==> config.mk <==
export PLATFORM = sky130hd
export DESIGN_NAME = i2c_multi_address_matcher
export DESIGN_NICKNAME = d
export VERILOG_FILES = /design/src/rtl/i2c_multi_address_matcher.sv
export SDC_FILE = /design/constraint.sdc
export NUM_CORES = 1
export LEC_CHECK = 0
export ABC_AREA = 1
export CAP_MARGIN = 30
export CORE_MARGIN = 8
export CORE_UTILIZATION = 55
export DETAILED_ROUTE_END_ITERATION = 8
export PLACE_DENSITY = 0.82
export SYNTH_ARGS = -nofsm -noshare
export SYNTH_HDL_FRONTEND = slang
export SYNTH_SLANG_ARGS = --single-unit
export TNS_END_PERCENT = 10
==> constraint.sdc <==
create_clock -name clk_i -period 3.3 [get_ports clk_i]
set_clock_uncertainty 0.1 [all_clocks]
set_input_delay 0.66 -clock clk_i [delete_from_list [all_inputs] [get_ports clk_i]]
set_output_delay 0.66 -clock clk_i [all_outputs]
set_load 0.1 [all_outputs]
==> src/rtl/i2c_multi_address_matcher.sv <==
// I2C slave address matcher with NUM_ADDR run-time slots, each either 7-bit or
// 10-bit. An optional general-call match is also supported. The slot table is
// captured when a transfer starts, so later table changes have no effect on it.
// The matcher tracks candidates bit by bit and drives the one-bit ACK request.
// It reports the lowest matching slot index and the R/W direction.
//
// Handshake: an event is scl_neg_edge_detected_i & en_i, and it carries one
// SDA bit, MSB first. When en_i is low, the edge pulse is ignored. Dropping
// transfer_in_progress_i returns the block to IDLE on the next clock edge,
// and this takes priority over any event seen in the same cycle.
module i2c_multi_address_matcher #(
    parameter int NUM_ADDR        = 2,
    parameter bit GENERAL_CALL_EN = 1'b1,
    parameter int IDX_W           = 3
) (
    input  logic                   clk_i,
    input  logic                   reset_i,
    input  logic                   en_i,
    input  logic                   sda_i,
    input  logic                   transfer_in_progress_i,
    input  logic                   scl_neg_edge_detected_i,
    input  logic [NUM_ADDR*10-1:0] addr_table_i,
    input  logic [NUM_ADDR-1:0]    addr_mode_i,
    input  logic [NUM_ADDR-1:0]    slot_en_i,
    output logic                   address_match_o,
    output logic                   address_match_ack_o,
    output logic                   transfer_type_o,
    output logic [IDX_W-1:0]       match_index_o,
    output logic                   general_call_o
);

    typedef enum logic [2:0] {IDLE, BYTE1, ACK1, BYTE2, DONE} state_t;

    state_t                 state_q, state_d;
    logic [2:0]             bitcnt_q, bitcnt_d;
    logic [NUM_ADDR*10-1:0] addr_q, addr_d;
    logic [NUM_ADDR-1:0]    mode_q, mode_d;
    logic [NUM_ADDR-1:0]    cand_q, cand_d;
    logic                   gc_cand_q, gc_cand_d;
    logic                   match_q, match_d;
    logic                   ack_q, ack_d;
    logic                   type_q, type_d;
    logic [IDX_W-1:0]       idx_q, idx_d;
    logic                   gc_q, gc_d;

    logic                   ev;
    logic [NUM_ADDR-1:0]    hit1, hit2, c7, c10;

    assign ev  = scl_neg_edge_detected_i & en_i;
    assign c7  = cand_q & ~mode_q;
    assign c10 = cand_q & mode_q;

    // Lowest set bit of a slot vector. Duplicate addresses resolve to the lowest slot.
    function automatic logic [IDX_W-1:0] lowest(input logic [NUM_ADDR-1:0] v);
        logic [IDX_W-1:0] r;
        r = '0;
        for (int i = NUM_ADDR - 1; i >= 0; i--)
            if (v[i]) r = IDX_W'(i);
        return r;
    endfunction

    // Per-slot compare of the current SDA bit. In byte 1, a 10-bit slot
    // compares against its 11110xx header. In byte 2, the slot compares
    // against its low address byte.
    always_comb begin
        logic [7:0] pat;
        logic [7:0] lo;
        hit1 = '0;
        hit2 = '0;
        pat  = '0;
        lo   = '0;
        for (int i = 0; i < NUM_ADDR; i++) begin
            pat = mode_q[i] ? {5'b11110, addr_q[i*10+8 +: 2], 1'b0}
                            : {addr_q[i*10 +: 7], 1'b0};
            lo  = addr_q[i*10 +: 8];
            hit1[i] = (pat[3'd7 - bitcnt_q] == sda_i);
            hit2[i] = (lo[3'd7 - bitcnt_q] == sda_i);
        end
    end

    // Next-state and output decode for the address FSM.
    always_comb begin
        state_d   = state_q;
        bitcnt_d  = bitcnt_q;
        addr_d    = addr_q;
        mode_d    = mode_q;
        cand_d    = cand_q;
        gc_cand_d = gc_cand_q;
        match_d   = match_q;
        ack_d     = ack_q;
        type_d    = type_q;
        idx_d     = idx_q;
        gc_d      = gc_q;

        if (!transfer_in_progress_i) begin
            state_d  = IDLE;
            bitcnt_d = '0;
            match_d  = 1'b1;
            ack_d    = 1'b0;
            type_d   = 1'b1;
            idx_d    = '0;
            gc_d     = 1'b0;
        end else begin
            case (state_q)
                IDLE: begin
                    addr_d    = addr_table_i;
                    mode_d    = addr_mode_i;
                    cand_d    = slot_en_i;
                    gc_cand_d = GENERAL_CALL_EN;
                    bitcnt_d  = '0;
                    state_d   = BYTE1;
                end
                BYTE1: if (ev) begin
                    if (bitcnt_q != 3'd7) begin
                        cand_d    = cand_q & hit1;
                        gc_cand_d = gc_cand_q & ~sda_i;
                        match_d   = (|(cand_q & hit1)) | (gc_cand_q & ~sda_i);
                        bitcnt_d  = bitcnt_q + 3'd1;
                    end else begin
                        // R/W bit: a 7-bit match wins over general call,
                        // and general call wins over a pending 10-bit header.
                        type_d  = sda_i;
                        state_d = DONE;
                        if (|c7) begin
                            ack_d = 1'b1;
                            idx_d = lowest(c7);
                        end else if (gc_cand_q && !sda_i) begin
                            ack_d = 1'b1;
                            gc_d  = 1'b1;
                            idx_d = '0;
                        end else if ((|c10) && !sda_i) begin
                            ack_d   = 1'b1;
                            cand_d  = c10;
                            state_d = ACK1;
                        end else begin
                            match_d = 1'b0;
                        end
                    end
                end
                ACK1: if (ev) begin
                    ack_d    = 1'b0;
                    bitcnt_d = '0;
                    state_d  = BYTE2;
                end
                BYTE2: if (ev) begin
                    cand_d = cand_q & hit2;
                    if (bitcnt_q != 3'd7) begin
                        match_d  = |(cand_q & hit2);
                        bitcnt_d = bitcnt_q + 3'd1;
                    end else begin
                        state_d = DONE;
                        if (|(cand_q & hit2)) begin
                            ack_d = 1'b1;
                            idx_d = lowest(cand_q & hit2);
                        end else begin
                            match_d = 1'b0;
                        end
                    end
                end
                DONE: if (ev) ack_d = 1'b0;
                default: state_d = IDLE;
            endcase
        end
    end

    // State and output registers.
    always_ff @(posedge clk_i or posedge reset_i) begin
        if (reset_i) begin
            state_q   <= IDLE;
            bitcnt_q  <= '0;
            addr_q    <= '0;
            mode_q    <= '0;
            cand_q    <= '0;
            gc_cand_q <= 1'b0;
            match_q   <= 1'b1;
            ack_q     <= 1'b0;
            type_q    <= 1'b1;
            idx_q     <= '0;
            gc_q      <= 1'b0;
        end else begin
            state_q   <= state_d;
            bitcnt_q  <= bitcnt_d;
            addr_q    <= addr_d;
            mode_q    <= mode_d;
            cand_q    <= cand_d;
            gc_cand_q <= gc_cand_d;
            match_q   <= match_d;
            ack_q     <= ack_d;
            type_q    <= type_d;
            idx_q     <= idx_d;
            gc_q      <= gc_d;
        end
    end

    assign address_match_o     = match_q;
    assign address_match_ack_o = ack_q;
    assign transfer_type_o     = type_q;
    assign match_index_o       = idx_q;
    assign general_call_o      = gc_q;

endmodule

# == Yosys cells after proc, flatten, opt, wreduce, memory -nomap -nowiden ==
# Index checks and enable logic that the tools add are counted.
# totals
output_inout_bits,7
word_cells,163
regBits,38
in_bits,30
# op_classes
magnitude_cmp,1
muxes,79
bitwise_logic,9
eq_ne,39
reduce_logical,22
add_sub_neg,2
# ops
cell,n
$mux W3,23
$mux W1,37
$ne A3 B3 Y1 const B,10
$reduce_and A7 Y1,3
$ne A4 B4 Y1 const B,5
$mux W8,2
$pmux W3 S5,1
$bmux W1 S3,4
$mux W2,6
$ne A2 B2 Y1 const B,6
$reduce_or A2 Y1,6
$ne A3 B2 Y1 const B,3
$pmux W3 S3,1
$and A2 B2 Y2,4
$ne A4 B2 Y1 const B,2
$reduce_and A4 Y1,2
$reduce_and A8 Y1,1
$eq A3 B2 Y1 const B,2
$ne A2 B1 Y1 const B,3
$pmux W2 S3,1
$pmux W3 S2,1
$reduce_and A6 Y1,1
$ne A5 B5 Y1 const B,1
$reduce_and A5 Y1,1
other kinds (20),26

# == Longest topological paths before layout ==
# logic_depth
depth_word,12
depth_mapped,15
mapped_depth_nobuf,14

# == Worst setup path before layout ==
# Ideal clock, no wire load.
# synth_path
path_kind,register to register
from,register bitcnt_q[0]
to,register cand_q[1]
path_buffers,0
t_required_ps,3079
slack_ps,1547
arrival_ps,1532
path_stages_with_launch,13
setup_ps,121
path_cell_list,dfrtp_1 -> ha_1 -> ha_1 -> inv_1 -> nand2_1 -> nand2_1 -> nor3_2 -> nor2_2 -> nand2_2 -> nor2_1 -> nand2_1 -> nor2_1 -> a21oi_1
# synth_via
elab_chain_len,8
# synth_lines
item,line_no,rtl
"start, declared",35,"logic [2:0] bitcnt_q, bitcnt_d;"
"start signal, assigned",182,bitcnt_q <= bitcnt_d;
$sub A3 B3 Y3,"76, 77",
$bmux W1 S3,76,hit1[i] = (pat[3'd7 - bitcnt_q] == sda_i);
$mux W1 (not written as such),76,
$eq A1 B1 Y1,76,
$and A2 B2 Y2,115,cand_d = cand_q & hit1;
$mux W2,114,if (bitcnt_q != 3'd7) begin
$mux W2,113,BYTE1: if (ev) begin
$pmux W2 S3,104,case (state_q)
"end signal, assigned",185,cand_q <= cand_d;
"end, declared",38,"logic [NUM_ADDR-1:0] cand_q, cand_d;"
# Several ways; a longest one is shown, not always the timed one. The select of a mux whose other input is x is not followed.
# A chain may end at the register's enable or synchronous reset.

# == Worst setup path in the final report ==
# layout_path
from,input transfer_in_progress_i
to,register addr_q[12]
# layout_via
elab_chain_len,1
# layout_lines
item,line_no,rtl
"start, declared",20,"input logic transfer_in_progress_i,"
$reduce_and A2 Y1 (no line),--,
"end signal, assigned",183,addr_q <= addr_d;
"end, declared",36,"logic [NUM_ADDR*10-1:0] addr_q, addr_d;"
# Every way passes these cells.

==> flow_summary.yaml <==
drt:
  via_count: 2199
  routed_via_density: 5.377
  drtPass1Iterations: 7
  ant_nets: 0
  drtIter0Drc: 210
  drc: 0
  wl_per_cell_um: 13.41
  finalWirelength_um: 5484
die:
  core_area_sq_um: 4000
  die_x_um: 80.47
  io-pin-count: 37
  die_area_sq_um: 6475
  rows: 23
  initial_core_util_pct: 57.15
  dieHeight_um: 80.47
worst_setup_path:
  r2r_cells: 9
  crit_type: "input port to flop"
  rr_startpoint: "bitcnt_q[0]"
  cp-endpoint: "addr_q[12]"
  crit_chain: "clkdlybuf4s50_1 > inv_2 > nor2_1 > nand2_1 > buf_4 > mux2_2"
  cp-start-kind: "input port"
  r2r_end: "state_q[1]"
  cp_data_arrival_time_ps: 2350
  cp-startpoint: "transfer_in_progress_i"
  cp_max_fo: 42
  cp_slowest_cell: "clkdlybuf4s50_1"
  slowest_delay_ps: 580
  end_kind: "flop"
  worst-r2r-setup-slack_ps: 1140
  crit_required_ps: 3380
clock_tree:
  cts_hold_buf: 0
  cts.reportedPaths.clkPinSlew_ps: 70
  cts_max_level: 2
  cts-root-buf: "clkbuf_8"
  cts_resized: 0
  numCtsBuffers: 5
  clock_latency_ps: 290
  cts_setup_buffers: 0
  cts_buffer_depth: 2
  cts_tree: "yes"
  cts.sink_count: 36
timing:
  maxSlewViolCount: 0
  finalSetupViolCount: 0
  min_period_ps: 2274
  rsz0062_at_grt: "false"
  fin_setup_tns_ps: 0
  hold_viol: 0
  achievable-frequency_mhz: 439.7
  period_share_pct: 68.92
layout:
  final_util_pct: 69.13
  multi_input_area_sq_um: 1157
  syn2layout_area_growth_pct: 20.96
  num_antenna_cells: 0
  layout.nets: 390
  fillers: 346
  drive_gt1_share_pct: 12.26
  final-seq-area_sq_um: 903.4
global_routing:
  grt_pass1_wl_um: 9556
  grt_usage_pct: 18.22
  grt_max_degree: 43
  grt_pass1_vias: 2130
  overflow: 0
  antenna_found_initial: 0
worst_hold_path:
  min_path_type: "flop to flop"
run_status:
  status: "complete, no violations"
synth:
  ys_ff_latch: 36
  postSynthCellCount: 323
  ys_types: 32
  ys_seq_area_share_pct: 39.52
  syn-cell-area_sq_um: 2286
  synth_warnings: 0
  avgSynthCellArea_sq_um: 7.077
power:
  ir_worst_vdd_uv: 374.9
  pwr-share-seq_pct: 32.3
  swShare_pct: 45.32
  combPwrFrac_pct: 49.1
  switchingPower_mw: 1.038
  p_clk_share_pct: 18.6
  leakage_nw: 1.395
  power_density_nw_per_um2: 828.3
  p_int_mw: 1.252
placed_design:
  gp_congestion: 0.9616
  numPortBuffers: 34
  dp_hpwl_um: 4082
run:
  max-cap-violations: 0
synth_stat cells, drive strengths merged:
library cell  number  area share (%)
dfrtp             34              37
inv               44             7.2
o211ai             6             2.0
nor3               2            0.66
a31oi              3            0.82
conb               1            0.16
nand4              3            0.82
nor2              46             8.4
o22ai              1            0.27
mux2               2            0.99
nand2             85              15
or2                1            0.27
ha                 2             1.1
o21ai             14             3.4
dfstp              2             2.3
clkbuf             4            0.66
buf                6             2.1
a21oi             27             5.9
nand3             36             9.2
nand3b             2             1.2
a211oi             2            0.66
how the worst min path moves through the flow:
stage / from / slack, ps / cells after the start / endpoint
2_1_floorplan: gc_cand_q / 380 / 2 / gc_cand_q
3_5_place_dp: match_index_o[0] / 370 / 2 / match_index_o[0]
6_report: match_index_o[0] / 390 / 2 / match_index_o[0]
4_1_cts: match_index_o[0] / 390 / 2 / match_index_o[0]
3_3_place_gp: address_match_ack_o / 370 / 2 / address_match_ack_o
5_1_grt: address_match_ack_o / 410 / 2 / address_match_ack_o
flip-flops by register name (all words and copies together), names as in the netlist, 2 cells and up:
register and cells:
bitcnt_q 3, cand_q 2, addr_q 20, mode_q 2
state_q 3
worst max-delay path, delay by kind of cell:
kind / cells / cell delay (ps)
buffers and inverters: 3 / 1140
muxes: 1 / 380
and+or+nand+nor: 2 / 140
routing by layer:
metal	part of all wire (%)	global-route usage [%]
met3	7.2	3.237
met1	46	25.02
met5	0	0
met4	1.3	6.909
met2	46	27.67
area by class of cell:
class / count / area share (%)
multi-input cells: 234 / 41.86
flip-flops and latches: 36 / 32.67
repair buffers: 37 / 12.67
inverters: 44 / 5.973
clock buffers: 7 / 3.484
well taps: 50 / 2.262
clock inverters: 1 / 1.086
cells by family (layout without fill, tap and decap cells):
group           Yosys count  in the layout  synth area share, %
flops                    36             36                39.52
simple gates            175            175                35.19
fa+ha+maj                 2              2                1.095
other cells               1              2               0.1640
compound gates           53             53                13.03
buf+inv                  54             89                10.02
mux                       2              2               0.9852
stage by stage:
step / cells / worst slack (ps) / hold slack (ps) / power (mW) / instance area (sq um)
after CTS: 409 / 1038 / 388.7 / 2.290 / 2765
after global routing: 409 / 852.5 / 414.9 / 2.471 / 2765
after detailed placement: 401 / 738.1 / 369.6 / 1.851 / 2639
after global placement: 401 / 790.6 / 374.7 / 1.826 / 2639
final: 409 / 1026 / 385.7 / 2.290 / 2765
after floorplan: 324 / 1547 / 375.7 / 1.602 / 2290
layout by cell type (no fill, tap or decap), drive strengths merged:
cell,instances
dfrtp,34
nor2,46
nor3,2
nand2,85
ha,2
a211oi,2
nand3b,2
nand4,3
mux2,2
o21ai,14
bufinv,1
dfstp,2
conb,2
clkdlybuf4s50,29
inv,44
or2,1
a21oi,27
buf,8
nand3,36
o22ai,1
a31oi,3
clkbuf,7
o211ai,6
power by group through the flow:
stage | logic [mW] | clock network (mW) | registers [mW]
3_5_place_dp | 1.11 | 0 | 0.746
4_1_cts | 1.12 | 0.434 | 0.738
3_3_place_gp | 1.08 | 0 | 0.742
2_1_floorplan | 0.788 | 0 | 0.815
5_1_grt | 1.27 | 0.444 | 0.762
6_report | 1.13 | 0.425 | 0.740
Power figures use the tool's default switching activity.
==> patch, RTL diff (same settings) <==
Encoding of `state_t`: now Gray code (3 bits for 5 states).
--- a/src/rtl/i2c_multi_address_matcher.sv
+++ b/src/rtl/i2c_multi_address_matcher.sv
@@ -29,7 +29,7 @@
     output logic                   general_call_o
 );
 
-    typedef enum logic [2:0] {IDLE, BYTE1, ACK1, BYTE2, DONE} state_t;
+    typedef enum logic [2:0] {IDLE = 3'b000, BYTE1 = 3'b001, ACK1 = 3'b011, BYTE2 = 3'b010, DONE = 3'b110} state_t;
 
     state_t                 state_q, state_d;
     logic [2:0]             bitcnt_q, bitcnt_d;
Behaviour: same outputs for any inputs over 10 cycles, from zero or initial values and one cycle with reset_i high; not proved beyond that.
==> patch against the unedited design <==
  * Critical path depth rose by 6
  * Sequential cell count unchanged
  * Sequential share of layout area increased by 0.33 points
  * Wire length is 1.2% higher
  * Sequential power increased by 5.1%
  * Total power grew 4.4%
  * Critical endpoint is now match_index_o[0]
  * Cell count increased by 1.2%
  * Synthesized area rose by 0.49%
  * Setup slack worse by 0.082 ns
  * Design area decreased by 1.0%
==> patch: results <==
set metrics [dict create \
    wl_per_cell_um 13.41 \
    ff2ff_path_depth 12 \
    grtUsageTotal_pct 18.52 \
    cp_max_fo 21 \
    n_fill_cell 353 \
    met1_usage_pct 23.72 \
    synth_area_leaders "dfrtp_1, nand2_1, nand3_1, nor2_1, inv_1" \
    p_comb_share_pct 51.7 \
    place.gp.congestion 0.8871 \
    crit_path_start "bitcnt_q[0]" \
    viasPerCell 5.319 \
    dr.pass1.iters 4 \
    grt_pass1_wl_mm 9.729 \
    setup_ws_ns 0.9433 \
    wl_met2_mm 2.651 \
    synthCells 330 \
    status "finished, final reports clean" \
    dr_total_vias 2202 \
    met3_length_um 355 \
    muxShareOfSynthArea_pct 0 \
    p_sw_mw 1.144 \
    wirelength_met1_mm 2.490 \
    drive_above_1_share_pct 9.890 \
    r2r_end "match_index_o[0]" \
    synth-compound-area-share_pct 13.34 \
    p_seq_uw 778 \
    power_combinational_mw 1.24 \
    irDropWorstVdd_mv 0.7439 \
    power_leakage_nw 1.359 \
    yosysSeqAreaShare_pct 39.32 \
    grt_pass1_vias 2095 \
]
[patch: changes by cell type after synthesis, moves of 3 or more]
cell,change
nand3_1,+11
nand2_1,-9
nand3_2,-5
inv_1,+4
nor2_1,+4
a211oi_2,+3
a31oi_1,-3
nor3_1,+3
[patch: area by class of cell]
| cell class | count | area [um^2] | share of cell area (%) |
|---|---|---|---|
| repair buffers | 36 | 342.8 | 12.52 |
| multi-input cells | 236 | 1136 | 41.50 |
| clock inverters | 2 | 35.03 | 1.280 |
| flip-flops and latches | 36 | 903.4 | 33.00 |
| inverters | 48 | 185.2 | 6.764 |
| clock buffers | 6 | 72.57 | 2.651 |
| well taps | 50 | 62.56 | 2.285 |
[patch: worst max-delay path, stage by stage, from the launching register on]
cell     delay (ns)
dfrtp_1        0.74
inv_1          0.36
nand2_1        0.13
nand3_1        0.08
nand3_1        0.14
nand2_1        0.07
nand2_1        0.07
nand3_1        0.11
nor2_1         0.16
nand2_1        0.06
o21ai_0        0.12
nand3_1        0.11
nand2_1        0.07
